==> src/rtl/cla_acc_controller.sv <==
// Operand controller: register A, button-driven ADD/SUB/ACC/PASS with registered result and flags.
// Optional per-button debounce enabled by defining CLA_ACC_DEBOUNCE_EN.

module cla_btn_cond #(
    parameter int DEBOUNCE_CYCLES = 16
) (
    input  logic clk,
    input  logic rst,
    input  logic live,
    input  logic raw,
    output logic pulse
);
    logic sync1_q, sync2_q, prev_q, arm_q;
    logic arm_d;
    logic lvl;

`ifdef CLA_ACC_DEBOUNCE_EN
    localparam int CW = $clog2(DEBOUNCE_CYCLES + 1);
    logic          lvl_q, lvl_d;
    logic [CW-1:0] cnt_q, cnt_d;

    always_comb begin
        lvl_d = lvl_q;
        cnt_d = '0;
        if (sync2_q != lvl_q) begin
            if (cnt_q == CW'(DEBOUNCE_CYCLES - 1)) begin
                lvl_d = sync2_q;
            end else begin
                cnt_d = cnt_q + 1'b1;
            end
        end
    end

    always_ff @(posedge clk or posedge rst) begin
        if (rst) begin
            lvl_q <= 1'b0;
            cnt_q <= '0;
        end else begin
            lvl_q <= lvl_d;
            cnt_q <= cnt_d;
        end
    end

    assign lvl = lvl_q;
`else
    assign lvl = sync2_q;
`endif

    // Arm only once real samples have reached the synchroniser, so a button
    // held through reset cannot masquerade as a fresh rising edge.
    assign arm_d = arm_q | (live & ~sync1_q & ~lvl);
    assign pulse = lvl & ~prev_q & arm_q;

    always_ff @(posedge clk or posedge rst) begin
        if (rst) begin
            sync1_q <= 1'b0;
            sync2_q <= 1'b0;
            prev_q  <= 1'b0;
            arm_q   <= 1'b0;
        end else begin
            sync1_q <= raw;
            sync2_q <= sync1_q;
            prev_q  <= lvl;
            arm_q   <= arm_d;
        end
    end
endmodule

module cla_acc_controller #(
    parameter int WIDTH           = 8,
    parameter int DEBOUNCE_CYCLES = 16
) (
    input  logic             clk,
    input  logic             rst,
    input  logic [WIDTH-1:0] in,
    input  logic             store_A,
    input  logic             exec,
    input  logic [1:0]       op,
    input  logic             cin,
    output logic [WIDTH-1:0] out,
    output logic             cout,
    output logic             ovf,
    output logic             zero,
    output logic             valid,
    output logic [WIDTH-1:0] numA
);
    typedef enum logic { EMPTY, READY } state_t;
    localparam logic [1:0] OP_SUB = 2'b01, OP_ACC = 2'b10, OP_PASS = 2'b11;

    state_t           state_q, state_d;
    logic [WIDTH-1:0] numa_q, numa_d, out_q, out_d;
    logic             cout_q, cout_d, ovf_q, ovf_d, zero_q, zero_d, valid_q, valid_d;
    logic             live_q;
    logic             store_p, exec_p;

    logic [WIDTH-1:0] b_eff, res;
    logic [WIDTH:0]   sum;
    logic             c_eff, res_cout, res_ovf;

    cla_btn_cond #(.DEBOUNCE_CYCLES(DEBOUNCE_CYCLES)) u_store (
        .clk(clk), .rst(rst), .live(live_q), .raw(store_A), .pulse(store_p)
    );
    cla_btn_cond #(.DEBOUNCE_CYCLES(DEBOUNCE_CYCLES)) u_exec (
        .clk(clk), .rst(rst), .live(live_q), .raw(exec), .pulse(exec_p)
    );

    always_comb begin
        b_eff    = (op == OP_SUB) ? ~in : in;
        c_eff    = (op == OP_SUB) ? 1'b1 : cin;
        sum      = {1'b0, numa_q} + {1'b0, b_eff} + {{WIDTH{1'b0}}, c_eff};
        res      = sum[WIDTH-1:0];
        res_cout = sum[WIDTH];
        res_ovf  = (numa_q[WIDTH-1] == b_eff[WIDTH-1]) && (sum[WIDTH-1] != numa_q[WIDTH-1]);
        if (op == OP_PASS) begin
            res      = in;
            res_cout = 1'b0;
            res_ovf  = 1'b0;
        end
    end

    always_comb begin
        state_d = state_q;
        numa_d  = numa_q;
        out_d   = out_q;
        cout_d  = cout_q;
        ovf_d   = ovf_q;
        zero_d  = zero_q;
        valid_d = 1'b0;
        case (state_q)
            EMPTY: begin
                if (store_p) begin
                    numa_d  = in;
                    state_d = READY;
                end
            end
            READY: begin
                // A simultaneous exec is dropped: the load takes priority.
                if (store_p) begin
                    numa_d = in;
                end else if (exec_p) begin
                    out_d   = res;
                    cout_d  = res_cout;
                    ovf_d   = res_ovf;
                    zero_d  = (res == '0);
                    valid_d = 1'b1;
                    if (op == OP_ACC) numa_d = res;
                end
            end
            default: state_d = EMPTY;
        endcase
    end

    always_ff @(posedge clk or posedge rst) begin
        if (rst) begin
            state_q <= EMPTY;
            numa_q  <= '0;
            out_q   <= '0;
            cout_q  <= 1'b0;
            ovf_q   <= 1'b0;
            zero_q  <= 1'b1;
            valid_q <= 1'b0;
            live_q  <= 1'b0;
        end else begin
            state_q <= state_d;
            numa_q  <= numa_d;
            out_q   <= out_d;
            cout_q  <= cout_d;
            ovf_q   <= ovf_d;
            zero_q  <= zero_d;
            valid_q <= valid_d;
            live_q  <= 1'b1;
        end
    end

    assign out   = out_q;
    assign cout  = cout_q;
    assign ovf   = ovf_q;
    assign zero  = zero_q;
    assign valid = valid_q;
    assign numA  = numa_q;
endmodule
==> config.mk <==
export PLATFORM = sky130hd
export DESIGN_NAME = cla_acc_controller
export DESIGN_NICKNAME = d
export VERILOG_FILES = /design/src/rtl/cla_acc_controller.sv
export SDC_FILE = /design/constraint.sdc
export NUM_CORES = 1
export LEC_CHECK = 0
export ABC_AREA = 1
export CORE_UTILIZATION = 49
export CTS_CLUSTER_SIZE = 30
export DETAILED_ROUTE_END_ITERATION = 10
export GPL_TIMING_DRIVEN = 0
export PLACE_DENSITY = 0.85
export SLEW_MARGIN = 10
export SYNTH_ARGS = -nofsm -noshare
export SYNTH_HDL_FRONTEND = slang
export SYNTH_SLANG_ARGS = --single-unit
==> constraint.sdc <==
create_clock -name clk -period 4.45 [get_ports clk]
set_clock_uncertainty 0.2 [all_clocks]
set_input_delay 0.6675 -clock clk [delete_from_list [all_inputs] [get_ports clk]]
set_output_delay 0.6675 -clock clk [all_outputs]
set_load 0.02 [all_outputs]
==> report_table.html, run 1 <==
<table>
<tr><th>Metric</th><th>Value</th></tr>
<tr><th colspan="2">STA</th></tr>
<tr><td>Final hold violation count</td><td>0</td></tr>
<tr><td>Shortest period the worst path allows</td><td>3.67 ns</td></tr>
<tr><td>Count of final setup violators</td><td>0</td></tr>
<tr><td>Slew Limit Headroom</td><td>30.5%</td></tr>
<tr><td>Worst Tran Pin Value</td><td>1.04 ns</td></tr>
<tr><td>Setup TNS after final layout</td><td>0 ns</td></tr>
<tr><td>Unrepaired setup endpoints after global routing</td><td>no</td></tr>
<tr><td>Peak clock frequency supported by timing</td><td>273 MHz</td></tr>
<tr><td>Number of slew-limit violations in the final report</td><td>0</td></tr>
<tr><td>Final period utilization</td><td>82.4%</td></tr>
<tr><th colspan="2">Critical path</th></tr>
<tr><td>Kind of critical path</td><td>primary input to flop</td></tr>
<tr><td>Worst path cell trace</td><td>clkdlybuf4s50_1, inv_1, or2_2, buf_2, xor2_1, fa_1, fa_1, nand2_1, nand2_1, o21ai_0, nor2_1, nand2_1, nor2_1, nand2_1, nor2_1, nand2_1, nand2_1</td></tr>
<tr><td>Cell at the slowest stage of the critical path</td><td>clkdlybuf4s50_1</td></tr>
<tr><td>Endpoint arrival time on the critical path</td><td>3.69 ns</td></tr>
<tr><td>Crit path required time</td><td>4.47 ns</td></tr>
<tr><td>Biggest fanout along the worst timing path</td><td>9</td></tr>
<tr><td>Sort of element at the start of the critical path</td><td>primary input</td></tr>
<tr><td>CP Capture Type</td><td>flop</td></tr>
<tr><td>Crit path top cell by count</td><td>nand2_1</td></tr>
<tr><td>R2r setup slk</td><td>1.96 ns</td></tr>
<tr><td>Critical Path Max Stage Delay</td><td>0.52 ns</td></tr>
<tr><th colspan="2">Clocking</th></tr>
<tr><td>Post-CTS clock slew at the launch and capture registers of the worst setup and hold paths</td><td>0.06 ns</td></tr>
<tr><td>Clock Tree Buf Depth</td><td>2</td></tr>
<tr><td># resized after CTS</td><td>0</td></tr>
<tr><td>Number of CTS-inserted buffers</td><td>5</td></tr>
<tr><td># Post-CTS Setup Buffers</td><td>0</td></tr>
<tr><td>CTS Root Cell</td><td>clkbuf_8</td></tr>
<tr><td>CTS Sinks</td><td>30</td></tr>
<tr><td>Insertion delay to the later sink of the worst-skew pair</td><td>0.29 ns</td></tr>
<tr><td>CTS tree</td><td>yes</td></tr>
<tr><td>Count of hold-fix buffers inserted at cts</td><td>0</td></tr>
<tr><td>Number of H-tree levels</td><td>2</td></tr>
<tr><th colspan="2">Outcome</th></tr>
<tr><td>Result of the run</td><td>finished, final reports clean</td></tr>
<tr><th colspan="2">Final layout</th></tr>
<tr><td>Final non-filler cell area</td><td>0.00230 mm^2</td></tr>
<tr><td>FF/Latch Area</td><td>752 um^2</td></tr>
<tr><td>Commonest non-fill, non-tap cells in the layout</td><td>nand2_1, clkdlybuf4s50_1, dfrtp_1</td></tr>
<tr><td>Leading cell type in the layout, fill and taps excluded</td><td>nand2_1</td></tr>
<tr><td>Number of diodes</td><td>0</td></tr>
<tr><td>Filler Cell Count</td><td>286</td></tr>
<tr><td>Area taken by multi-input logic gates</td><td>923 um^2</td></tr>
<tr><td>Number of cells in the finished layout apart from fillers</td><td>317</td></tr>
<tr><td>Post-route core utilization</td><td>66.7%</td></tr>
<tr><td>Share of cells above drive strength 1</td><td>10.3%</td></tr>
<tr><td>Post-layout nets</td><td>295</td></tr>
<tr><td>Area added between synthesis and finish</td><td>27.1%</td></tr>
<tr><th colspan="2">Route</th></tr>
<tr><td>Overall via count from detail_route</td><td>1574</td></tr>
<tr><td>Violation count after the first detailed-route iteration</td><td>80</td></tr>
<tr><td>Routed metal-1 wire length</td><td>1600 um</td></tr>
<tr><td>Met2 wire length</td><td>1860 um</td></tr>
<tr><td>Routed length per placed instance</td><td>11.8 um</td></tr>
<tr><td>Average vias per placed instance</td><td>4.97</td></tr>
<tr><td>Max Used Layer</td><td>met4</td></tr>
<tr><td>Wire length on met3</td><td>204 um</td></tr>
<tr><td>Number of optimization iterations in the first detailed-route pass</td><td>4</td></tr>
<tr><td>DRC violations left</td><td>0</td></tr>
<tr><td>Post-DRT Antenna Nets</td><td>0</td></tr>
<tr><td>Sum of routed wire length over all layers</td><td>3750 um</td></tr>
<tr><th colspan="2">Global route</th></tr>
<tr><td>Pin count of the biggest net entering global routing</td><td>31</td></tr>
<tr><td>Global routing usage summed across all routing layers</td><td>21.7%</td></tr>
<tr><td>Number of antenna violations at the first check in global routing</td><td>0</td></tr>
<tr><td>Global-route wire length before repair</td><td>6460 um</td></tr>
<tr><td>Total grt overflow</td><td>0</td></tr>
<tr><td>Via count of the first global-routing pass</td><td>1528</td></tr>
<tr><th colspan="2">Power and ir drop</th></tr>
<tr><td>Post-route total power</td><td>0.00127 W</td></tr>
<tr><td>Power density cells</td><td>555 mW/mm^2</td></tr>
<tr><td>Maximum vdd ir drop</td><td>0.244 mV</td></tr>
<tr><td>Leakage</td><td>1.15 nW</td></tr>
<tr><th colspan="2">Die</th></tr>
<tr><td>Core Footprint</td><td>0.00344 mm^2</td></tr>
<tr><td>Site Rows</td><td>21</td></tr>
<tr><td>Die extent in y</td><td>62.7 um</td></tr>
<tr><td>Total Die Area</td><td>0.00393 mm^2</td></tr>
<tr><td>Die X</td><td>62.7 um</td></tr>
<tr><td>Effective utilization at floorplan</td><td>52.5%</td></tr>
<tr><td>Ports placed on the boundary</td><td>35</td></tr>
<tr><th colspan="2">Logic synthesis</th></tr>
<tr><td>Warnings from Yosys</td><td>0</td></tr>
<tr><td>Synth Area in Simple Gates</td><td>31.3%</td></tr>
<tr><td>Syn nets</td><td>254</td></tr>
<tr><td>Netlist cell types</td><td>31</td></tr>
<tr><td>Leading cell types by total area after synthesis</td><td>dfrtp_1, nand2_1, ha_1</td></tr>
<tr><td>Dominant cell type by area after synthesis</td><td>dfrtp_1</td></tr>
<tr><td>Multiplexer share of the synthesized area</td><td>0%</td></tr>
<tr><td>Post-synth design cell area</td><td>0.00181 mm^2</td></tr>
<tr><td>Post-synthesis cell count</td><td>229</td></tr>
<tr><td>Synthesized-area fraction occupied by ao, oa, aoi and oai cells</td><td>7.48%</td></tr>
<tr><td>Post-synth top area share</td><td>40.2%</td></tr>
<tr><td>Sequential-to-total area share from yosys stat</td><td>41.6%</td></tr>
<tr><td>Synthesized-area fraction occupied by adder cells</td><td>7.76%</td></tr>
<tr><td>Mapped Avg Cell Area</td><td>7.89 um^2</td></tr>
<tr><td>Largest family of logic cells by synthesized area</td><td>simple AND/OR/NAND/NOR gates</td></tr>
<tr><td>Xor and xnor fraction of the mapped netlist area</td><td>4.36%</td></tr>
<tr><td>Register bit count reported by yosys</td><td>30</td></tr>
<tr><th colspan="2">Placement</th></tr>
<tr><td>Cell area after placement</td><td>0.00220 mm^2</td></tr>
<tr><td>Total half-perimeter wirelength after legalization and detailed placement</td><td>2870 um</td></tr>
<tr><td>Global placement routability congestion</td><td>0.889</td></tr>
<tr><td>Count of placed standard cells including taps</td><td>309</td></tr>
<tr><td>Total of buffers placed on input and output ports</td><td>34</td></tr>
<tr><th colspan="2">Job</th></tr>
<tr><td>Max-Cap Viols</td><td>0</td></tr>
<tr><th colspan="2">Hold path</th></tr>
<tr><td>Worst Hold Class</td><td>flop to flop</td></tr>
</table>
worst paths after layout:
kind	from	to	cells past startpoint
worst max-delay path	op[0]	zero	17
worst min-delay path	u_exec.sync1_q	u_exec.lvl	0
worst max register to register	numA[0]	zero	12
worst min register to register	u_exec.sync1_q	u_exec.lvl	0
max in group asynchronous	rst	cout	2
min in group asynchronous	rst	u_store.sync1_q	2
layout make-up:
class	count	area share, %
inverters	27	4.52
flip-flops and latches	30	32.8
repair buffers	34	14.8
multi-input cells	169	40.2
clock inverters	1	0.218
clock buffers	7	3.76
well taps	46	2.51
plain buffers	3	1.20
report_power, final:
part | leakage [nW] | switching (W) | total (W) | internal [W]
registers | 0.353 | 0.0000554 | 0.000401 | 0.000346
logic | 0.746 | 0.000364 | 0.000648 | 0.000284
clock network | 0.0482 | 0.000102 | 0.000226 | 0.000124
worst max-delay path: cells and delay by family:
kind | cells | cell delay, ns
buffers and inverters | 3 | 0.80
and+or+nand+nor | 10 | 0.78
adders and majority gates | 2 | 0.91
AOI/OAI and AO/OA | 1 | 0.34
xor gates and xnor gates | 1 | 0.19
cells in the mapped netlist, drive strengths merged:
cell type	number
conb	1
xnor2	6
xor2	3
inv	27
dfstp	1
buf	3
fa	2
a21oi	4
nor2	17
nand4	1
ha	8
o211ai	2
o21ai	17
nand2	85
or2	4
o21bai	1
dfrtp	29
nand3b	3
nand3	13
nor3	2
metrics by stage:
stage	worst slack (ns)	hold WS (ns)
2_1_floorplan	1.34	0.155
3_3_place_gp	0.510	0.160
5_1_grt	0.568	0.188
3_5_place_dp	0.473	0.164
6_report	0.783	0.176
4_1_cts	0.770	0.178
kinds of logic after synthesis:
logic type,count (synthesis)
adder cells (fa/ha/maj),10
AND/OR/NAND/NOR,125
flip-flops,30
buffers and inverters,30
other,1
AO/OA/AOI/OAI,24
XOR/XNOR,9
routing by layer:
layer | up-vias | track usage [%]
li1 | 802 | -
met1 | 715 | 25.4
met2 | 46 | 35.1
met3 | 11 | 7.12
met4 | 0 | 11.9
met5 | - | 0
Note: power is estimated with default switching activity, not from simulation.
==> run 2, diff against run 1 <==
==> constraint.sdc (replaced) <==
create_clock -name clk -period 3.7 [get_ports clk]
set_clock_uncertainty 0.2 [all_clocks]
set_input_delay 0.555 -clock clk [delete_from_list [all_inputs] [get_ports clk]]
set_output_delay 0.555 -clock clk [all_outputs]
set_load 0.02 [all_outputs]
==> run 2 against run 1 <==
Via count is 1.0% higher. Total power is 20% higher. Routed wire length decreased by 0.45%. Sequential share of layout area about the same. Critical endpoint is now numA[6].
==> report_table.html, run 2 (same netlist as run 1, synthesis figures left out) <==
<table>
<tr><th>Metric</th><th>Value</th></tr>
<tr><th colspan="2">Route</th></tr>
<tr><td>Overall via count from detail_route</td><td>1590</td></tr>
<tr><td>Average vias per placed instance</td><td>5.02</td></tr>
<tr><td>DRC violations left</td><td>0</td></tr>
<tr><td>Post-DRT Antenna Nets</td><td>0</td></tr>
<tr><td>Number of optimization iterations in the first detailed-route pass</td><td>5</td></tr>
<tr><td>Sum of routed wire length over all layers</td><td>3730 um</td></tr>
<tr><td>Routed length per placed instance</td><td>11.8 um</td></tr>
<tr><td>Violation count after the first detailed-route iteration</td><td>71</td></tr>
<tr><th colspan="2">Global route</th></tr>
<tr><td>Total grt overflow</td><td>0</td></tr>
<tr><td>Global-route wire length before repair</td><td>6460 um</td></tr>
<tr><td>Global routing usage summed across all routing layers</td><td>21.7%</td></tr>
<tr><td>Via count of the first global-routing pass</td><td>1528</td></tr>
<tr><td>Pin count of the biggest net entering global routing</td><td>31</td></tr>
<tr><td>Number of antenna violations at the first check in global routing</td><td>0</td></tr>
<tr><th colspan="2">Final layout</th></tr>
<tr><td>Share of cells above drive strength 1</td><td>10.7%</td></tr>
<tr><td>Leading cell type in the layout, fill and taps excluded</td><td>nand2_1</td></tr>
<tr><td>Post-layout nets</td><td>295</td></tr>
<tr><td>Number of diodes</td><td>0</td></tr>
<tr><td>Area taken by multi-input logic gates</td><td>926 um^2</td></tr>
<tr><td>Number of cells in the finished layout apart from fillers</td><td>317</td></tr>
<tr><td>Commonest non-fill, non-tap cells in the layout</td><td>nand2_1, clkdlybuf4s50_1, dfrtp_1</td></tr>
<tr><td>Area added between synthesis and finish</td><td>27.2%</td></tr>
<tr><td>Filler Cell Count</td><td>285</td></tr>
<tr><td>FF/Latch Area</td><td>752 um^2</td></tr>
<tr><th colspan="2">Clocking</th></tr>
<tr><td>CTS tree</td><td>yes</td></tr>
<tr><td>CTS Sinks</td><td>30</td></tr>
<tr><td>Number of CTS-inserted buffers</td><td>5</td></tr>
<tr><td>Insertion delay to the later sink of the worst-skew pair</td><td>0.29 ns</td></tr>
<tr><td>CTS Root Cell</td><td>clkbuf_8</td></tr>
<tr><td># resized after CTS</td><td>0</td></tr>
<tr><td>Clock Tree Buf Depth</td><td>2</td></tr>
<tr><td>Post-CTS clock slew at the launch and capture registers of the worst setup and hold paths</td><td>0.07 ns</td></tr>
<tr><td>Number of H-tree levels</td><td>2</td></tr>
<tr><td># Post-CTS Setup Buffers</td><td>0</td></tr>
<tr><td>Count of hold-fix buffers inserted at cts</td><td>0</td></tr>
<tr><th colspan="2">Power and ir drop</th></tr>
<tr><td>Power density cells</td><td>668 mW/mm^2</td></tr>
<tr><td>Leakage</td><td>1.15 nW</td></tr>
<tr><td>Maximum vdd ir drop</td><td>0.293 mV</td></tr>
<tr><th colspan="2">Placement</th></tr>
<tr><td>Total of buffers placed on input and output ports</td><td>34</td></tr>
<tr><td>Global placement routability congestion</td><td>0.889</td></tr>
<tr><td>Count of placed standard cells including taps</td><td>309</td></tr>
<tr><td>Worst slack, placed</td><td>-0.165 ns</td></tr>
<tr><td>Total half-perimeter wirelength after legalization and detailed placement</td><td>2870 um</td></tr>
<tr><th colspan="2">Die</th></tr>
<tr><td>Die extent in y</td><td>62.7 um</td></tr>
<tr><td>Total Die Area</td><td>0.00393 mm^2</td></tr>
<tr><td>Effective utilization at floorplan</td><td>52.5%</td></tr>
<tr><td>Die X</td><td>62.7 um</td></tr>
<tr><td>Core Footprint</td><td>0.00344 mm^2</td></tr>
<tr><td>Ports placed on the boundary</td><td>35</td></tr>
<tr><td>Site Rows</td><td>21</td></tr>
<tr><th colspan="2">STA</th></tr>
<tr><td>Peak clock frequency supported by timing</td><td>294 MHz</td></tr>
<tr><td>Slew Limit Headroom</td><td>30.5%</td></tr>
<tr><td>Number of slew-limit violations in the final report</td><td>0</td></tr>
<tr><td>Count of final setup violators</td><td>0</td></tr>
<tr><td>Hold slack final</td><td>0.176 ns</td></tr>
<tr><td>Final period utilization</td><td>92.0%</td></tr>
<tr><td>Final hold violation count</td><td>0</td></tr>
<tr><td>Worst Slack Setup Final</td><td>0.294 ns</td></tr>
<tr><td>Shortest period the worst path allows</td><td>3.41 ns</td></tr>
<tr><td>Unrepaired setup endpoints after global routing</td><td>no</td></tr>
<tr><td>Worst Tran Pin Value</td><td>1.04 ns</td></tr>
<tr><th colspan="2">Critical path</th></tr>
<tr><td>Biggest fanout along the worst timing path</td><td>9</td></tr>
<tr><td>CP Capture Type</td><td>flop</td></tr>
<tr><td>Sort of element at the start of the critical path</td><td>primary input</td></tr>
<tr><td>Register-to-Register Path Depth</td><td>11</td></tr>
<tr><td>Kind of critical path</td><td>primary input to flop</td></tr>
<tr><td>Endpoint arrival time on the critical path</td><td>3.42 ns</td></tr>
<tr><td>Crit path required time</td><td>3.72 ns</td></tr>
<tr><td>R2r setup slk</td><td>1.36 ns</td></tr>
<tr><th colspan="2">Hold path</th></tr>
<tr><td>Instance count along the most critical hold path</td><td>0</td></tr>
<tr><td>Worst Hold Class</td><td>flop to flop</td></tr>
<tr><th colspan="2">Outcome</th></tr>
<tr><td>Result of the run</td><td>finished, final reports clean</td></tr>
<tr><th colspan="2">Job</th></tr>
<tr><td>Max-Cap Viols</td><td>0</td></tr>
</table>
## run 2: cell types whose count changed in the layout (fill, tap and decap cells not counted)
cell,delta
fa_1,-1
fa_2,+1
o21ai_0,-1
o21ai_1,+1
## run 2: stage by stage
step / setup TNS, ns / instance area, um^2 / total power [W] / util (%)
detailed placement: -0.278 / 2200 / 0.00127 / 64.0
global placement: -0.159 / 2200 / 0.00125 / 64.0
finish: 0 / 2300 / 0.00153 / 66.8
CTS: 0 / 2300 / 0.00154 / 66.7
floorplan: 0 / 1810 / 0.000984 / -
global route: 0 / 2300 / 0.00166 / 66.8
## run 2: path summary, 6_finish.rpt
path	endpoint	startpoint
setup / recovery	numA[6]	op[0]
hold / removal	u_exec.lvl	u_exec.sync1_q
setup reg to reg	numA[6]	numA[0]
hold reg to reg	u_exec.lvl	u_exec.sync1_q
max in group asynchronous	cout	rst
min in group asynchronous	out[1]	rst
## run 2: area by class of cell
type	count	share of cell area (%)
Clock inverter	1	0.218
Timing Repair Buffer	34	14.8
Inverter	27	4.52
Buffer	3	1.20
Tap cell	46	2.50
Multi-Input combinational cell	169	40.3
Clock buffer	7	3.76
Sequential cell	30	32.7
## run 2: critical path, stage by stage
cell             delay [ns]
clkdlybuf4s50_1        0.52
inv_1                  0.06
or2_2                  0.26
buf_2                  0.22
xor2_1                 0.19
fa_2                   0.41
fa_1                   0.42
nand2_1                0.08
nand2_1                0.08
nand3b_1               0.11
nand2_1                0.06
nand2_1                0.07
nand3_1                0.07
nand2_1                0.12
nor2_1                 0.05
o21ai_1                0.13
## run 2: power breakdown
| group | switching, W | internal [W] | total, W |
|---|---|---|---|
| combinational | 0.000439 | 0.000343 | 0.000782 |
| sequential | 0.0000665 | 0.000416 | 0.000482 |
| clock | 0.000120 | 0.000150 | 0.000270 |
| total | 0.000626 | 0.000908 | 0.00153 |
## run 2: layer usage
metal  wire length [um]  GRT usage, %
met1               1600          25.4
met3                213          7.12
met2               1830          35.1
met4                 90          11.9
met5                  0             0
==> run 3, diff against run 2 <==
--- a/config.mk
+++ b/config.mk
@@ -10,7 +10,9 @@
 export CTS_CLUSTER_SIZE = 30
 export DETAILED_ROUTE_END_ITERATION = 10
 export GPL_TIMING_DRIVEN = 0
+export MAX_ROUTING_LAYER = met4
 export PLACE_DENSITY = 0.85
+export SKIP_CTS_REPAIR_TIMING = 1
 export SLEW_MARGIN = 10
 export SYNTH_ARGS = -nofsm -noshare
 export SYNTH_HDL_FRONTEND = slang
==> run 3 against run 2 <==
Critical path depth did not move. Final cell count did not move. Routed wire length rose by 1.2%. Global-route usage rose by 0.59 points. Maximum frequency barely moved. Utilization did not move. Clock power barely moved. Sequential power barely moved. Critical path type unchanged. Largest cell class unchanged. Largest power group unchanged. Highest routed layer unchanged.
==> report_table.html, run 3 (same netlist as run 1, synthesis figures left out) <==
<table>
<tr><th>Metric</th><th>Value</th></tr>
<tr><th colspan="2">Clocking</th></tr>
<tr><td>Insertion delay to the later sink of the worst-skew pair</td><td>0.29 ns</td></tr>
<tr><td>CTS Root Cell</td><td>clkbuf_8</td></tr>
<tr><td>Post-CTS clock slew at the launch and capture registers of the worst setup and hold paths</td><td>0.06 ns</td></tr>
<tr><td>CTS Sinks</td><td>30</td></tr>
<tr><td>CTS tree</td><td>yes</td></tr>
<tr><td>Number of CTS-inserted buffers</td><td>5</td></tr>
<tr><td>Number of H-tree levels</td><td>2</td></tr>
<tr><td>Clock Tree Buf Depth</td><td>2</td></tr>
<tr><th colspan="2">Final layout</th></tr>
<tr><td>Post-route core utilization</td><td>66.8%</td></tr>
<tr><td>Filler Cell Count</td><td>285</td></tr>
<tr><td>Leading cell type in the layout, fill and taps excluded</td><td>nand2_1</td></tr>
<tr><td>Commonest non-fill, non-tap cells in the layout</td><td>nand2_1, clkdlybuf4s50_1, dfrtp_1</td></tr>
<tr><td>Number of cells in the finished layout apart from fillers</td><td>317</td></tr>
<tr><td>Area added between synthesis and finish</td><td>27.2%</td></tr>
<tr><td>Post-layout nets</td><td>295</td></tr>
<tr><td>Number of diodes</td><td>0</td></tr>
<tr><td>Share of cells above drive strength 1</td><td>10.7%</td></tr>
<tr><th colspan="2">Critical path</th></tr>
<tr><td>Sort of element at the start of the critical path</td><td>primary input</td></tr>
<tr><td>Endpoint arrival time on the critical path</td><td>3.42 ns</td></tr>
<tr><td>R2r setup slk</td><td>1.36 ns</td></tr>
<tr><td>Crit path required time</td><td>3.72 ns</td></tr>
<tr><td>Biggest fanout along the worst timing path</td><td>9</td></tr>
<tr><td>CP Capture Type</td><td>flop</td></tr>
<tr><td>Kind of critical path</td><td>primary input to flop</td></tr>
<tr><th colspan="2">Power and ir drop</th></tr>
<tr><td>Maximum vdd ir drop</td><td>0.294 mV</td></tr>
<tr><td>Leakage</td><td>1.15 nW</td></tr>
<tr><td>Power density cells</td><td>668 mW/mm^2</td></tr>
<tr><th colspan="2">Die</th></tr>
<tr><td>Site Rows</td><td>21</td></tr>
<tr><td>Die X</td><td>62.7 um</td></tr>
<tr><td>Ports placed on the boundary</td><td>35</td></tr>
<tr><td>Core Footprint</td><td>0.00344 mm^2</td></tr>
<tr><td>Total Die Area</td><td>0.00393 mm^2</td></tr>
<tr><td>Effective utilization at floorplan</td><td>52.5%</td></tr>
<tr><td>Die extent in y</td><td>62.7 um</td></tr>
<tr><th colspan="2">Placement</th></tr>
<tr><td>Total half-perimeter wirelength after legalization and detailed placement</td><td>2870 um</td></tr>
<tr><td>Count of placed standard cells including taps</td><td>309</td></tr>
<tr><td>Total of buffers placed on input and output ports</td><td>34</td></tr>
<tr><td>Global placement routability congestion</td><td>0.904</td></tr>
<tr><th colspan="2">STA</th></tr>
<tr><td>Peak clock frequency supported by timing</td><td>294 MHz</td></tr>
<tr><td>Unrepaired setup endpoints after global routing</td><td>no</td></tr>
<tr><td>Slew Limit Headroom</td><td>30.3%</td></tr>
<tr><td>Final hold violation count</td><td>0</td></tr>
<tr><td>Final period utilization</td><td>92.0%</td></tr>
<tr><td>Count of final setup violators</td><td>0</td></tr>
<tr><td>Worst Tran Pin Value</td><td>1.04 ns</td></tr>
<tr><td>Shortest period the worst path allows</td><td>3.41 ns</td></tr>
<tr><td>Number of slew-limit violations in the final report</td><td>0</td></tr>
<tr><th colspan="2">Route</th></tr>
<tr><td>Overall via count from detail_route</td><td>1577</td></tr>
<tr><td>Violation count after the first detailed-route iteration</td><td>70</td></tr>
<tr><td>Post-DRT Antenna Nets</td><td>0</td></tr>
<tr><td>Number of optimization iterations in the first detailed-route pass</td><td>4</td></tr>
<tr><td>DRC violations left</td><td>0</td></tr>
<tr><td>Sum of routed wire length over all layers</td><td>3780 um</td></tr>
<tr><td>Routed length per placed instance</td><td>11.9 um</td></tr>
<tr><td>Average vias per placed instance</td><td>4.97</td></tr>
<tr><th colspan="2">Outcome</th></tr>
<tr><td>Result of the run</td><td>finished, final reports clean</td></tr>
<tr><th colspan="2">Global route</th></tr>
<tr><td>Via count of the first global-routing pass</td><td>1527</td></tr>
<tr><td>Number of antenna violations at the first check in global routing</td><td>0</td></tr>
<tr><td>Global-route wire length before repair</td><td>6440 um</td></tr>
<tr><td>Global routing usage summed across all routing layers</td><td>22.3%</td></tr>
<tr><td>Pin count of the biggest net entering global routing</td><td>31</td></tr>
<tr><td>Total grt overflow</td><td>0</td></tr>
<tr><th colspan="2">Job</th></tr>
<tr><td>Max-Cap Viols</td><td>0</td></tr>
<tr><th colspan="2">Hold path</th></tr>
<tr><td>Worst Hold Class</td><td>flop to flop</td></tr>
</table>
[run 3: power breakdown]
part / total, W / internal (W) / switching, W / leakage [nW]
logic: 0.000783 / 0.000343 / 0.000440 / 0.745
clock network: 0.000270 / 0.000150 / 0.000121 / 0.0482
registers: 0.000483 / 0.000416 / 0.0000674 / 0.353
total: 0.00154 / 0.000908 / 0.000628 / 1.15
[run 3: final cells by class]
type | count | area, um^2 | share of cell area, %
clock buffers | 7 | 86.3 | 3.76
well taps | 46 | 57.6 | 2.50
multi-input cells | 169 | 926 | 40.3
flip-flops and latches | 30 | 752 | 32.7
clock inverters | 1 | 5.00 | 0.218
inverters | 27 | 104 | 4.52
repair buffers | 34 | 340 | 14.8
plain buffers | 3 | 27.5 | 1.20
[run 3: path summary, 6_finish.rpt]
| check | startpoint | cells past startpoint | end |
|---|---|---|---|
| worst min-delay path | u_exec.sync1_q | 0 | u_exec.lvl |
| max in group asynchronous | rst | 2 | cout |
| worst max-delay path | op[0] | 16 | numA[6] |
| min in group asynchronous | rst | 2 | u_store.sync1_q |
| worst min register to register | u_exec.sync1_q | 0 | u_exec.lvl |
| worst max register to register | numA[0] | 11 | numA[6] |
[run 3: through the flow]
step / area [um^2] / hold WS [ns] / setup WS, ns / power (W) / setup TNS, ns
5_1_grt: 2300 / 0.188 / 0.0596 / 0.00166 / 0
3_3_place_gp: 2200 / 0.160 / -0.128 / 0.00125 / -0.159
6_report: 2300 / 0.175 / 0.294 / 0.00154 / 0
4_1_cts: 2300 / 0.178 / 0.132 / 0.00154 / 0
3_5_place_dp: 2200 / 0.164 / -0.165 / 0.00127 / -0.278
2_1_floorplan: 1810 / 0.155 / 0.705 / 0.000984 / 0
[run 3: worst max-delay path: stages]
cell             delay (ns)
clkdlybuf4s50_1        0.52
inv_1                  0.06
or2_2                  0.26
buf_2                  0.22
xor2_1                 0.19
fa_2                   0.41
fa_1                   0.42
nand2_1                0.08
nand2_1                0.08
nand3b_1               0.11
nand2_1                0.06
nand2_1                0.07
nand3_1                0.07
nand2_1                0.12
nor2_1                 0.05
o21ai_1                0.13
[run 3: metal layers]
layer / share of wire (%) / global-route usage [%] / vias up
met3: 5.5 / 7.12 / 10
met1: 43 / 25.2 / 720
met2: 49 / 35.2 / 45
met5: 0 / - / -
met4: 2.3 / 11.9 / 0
li1: - / - / 802
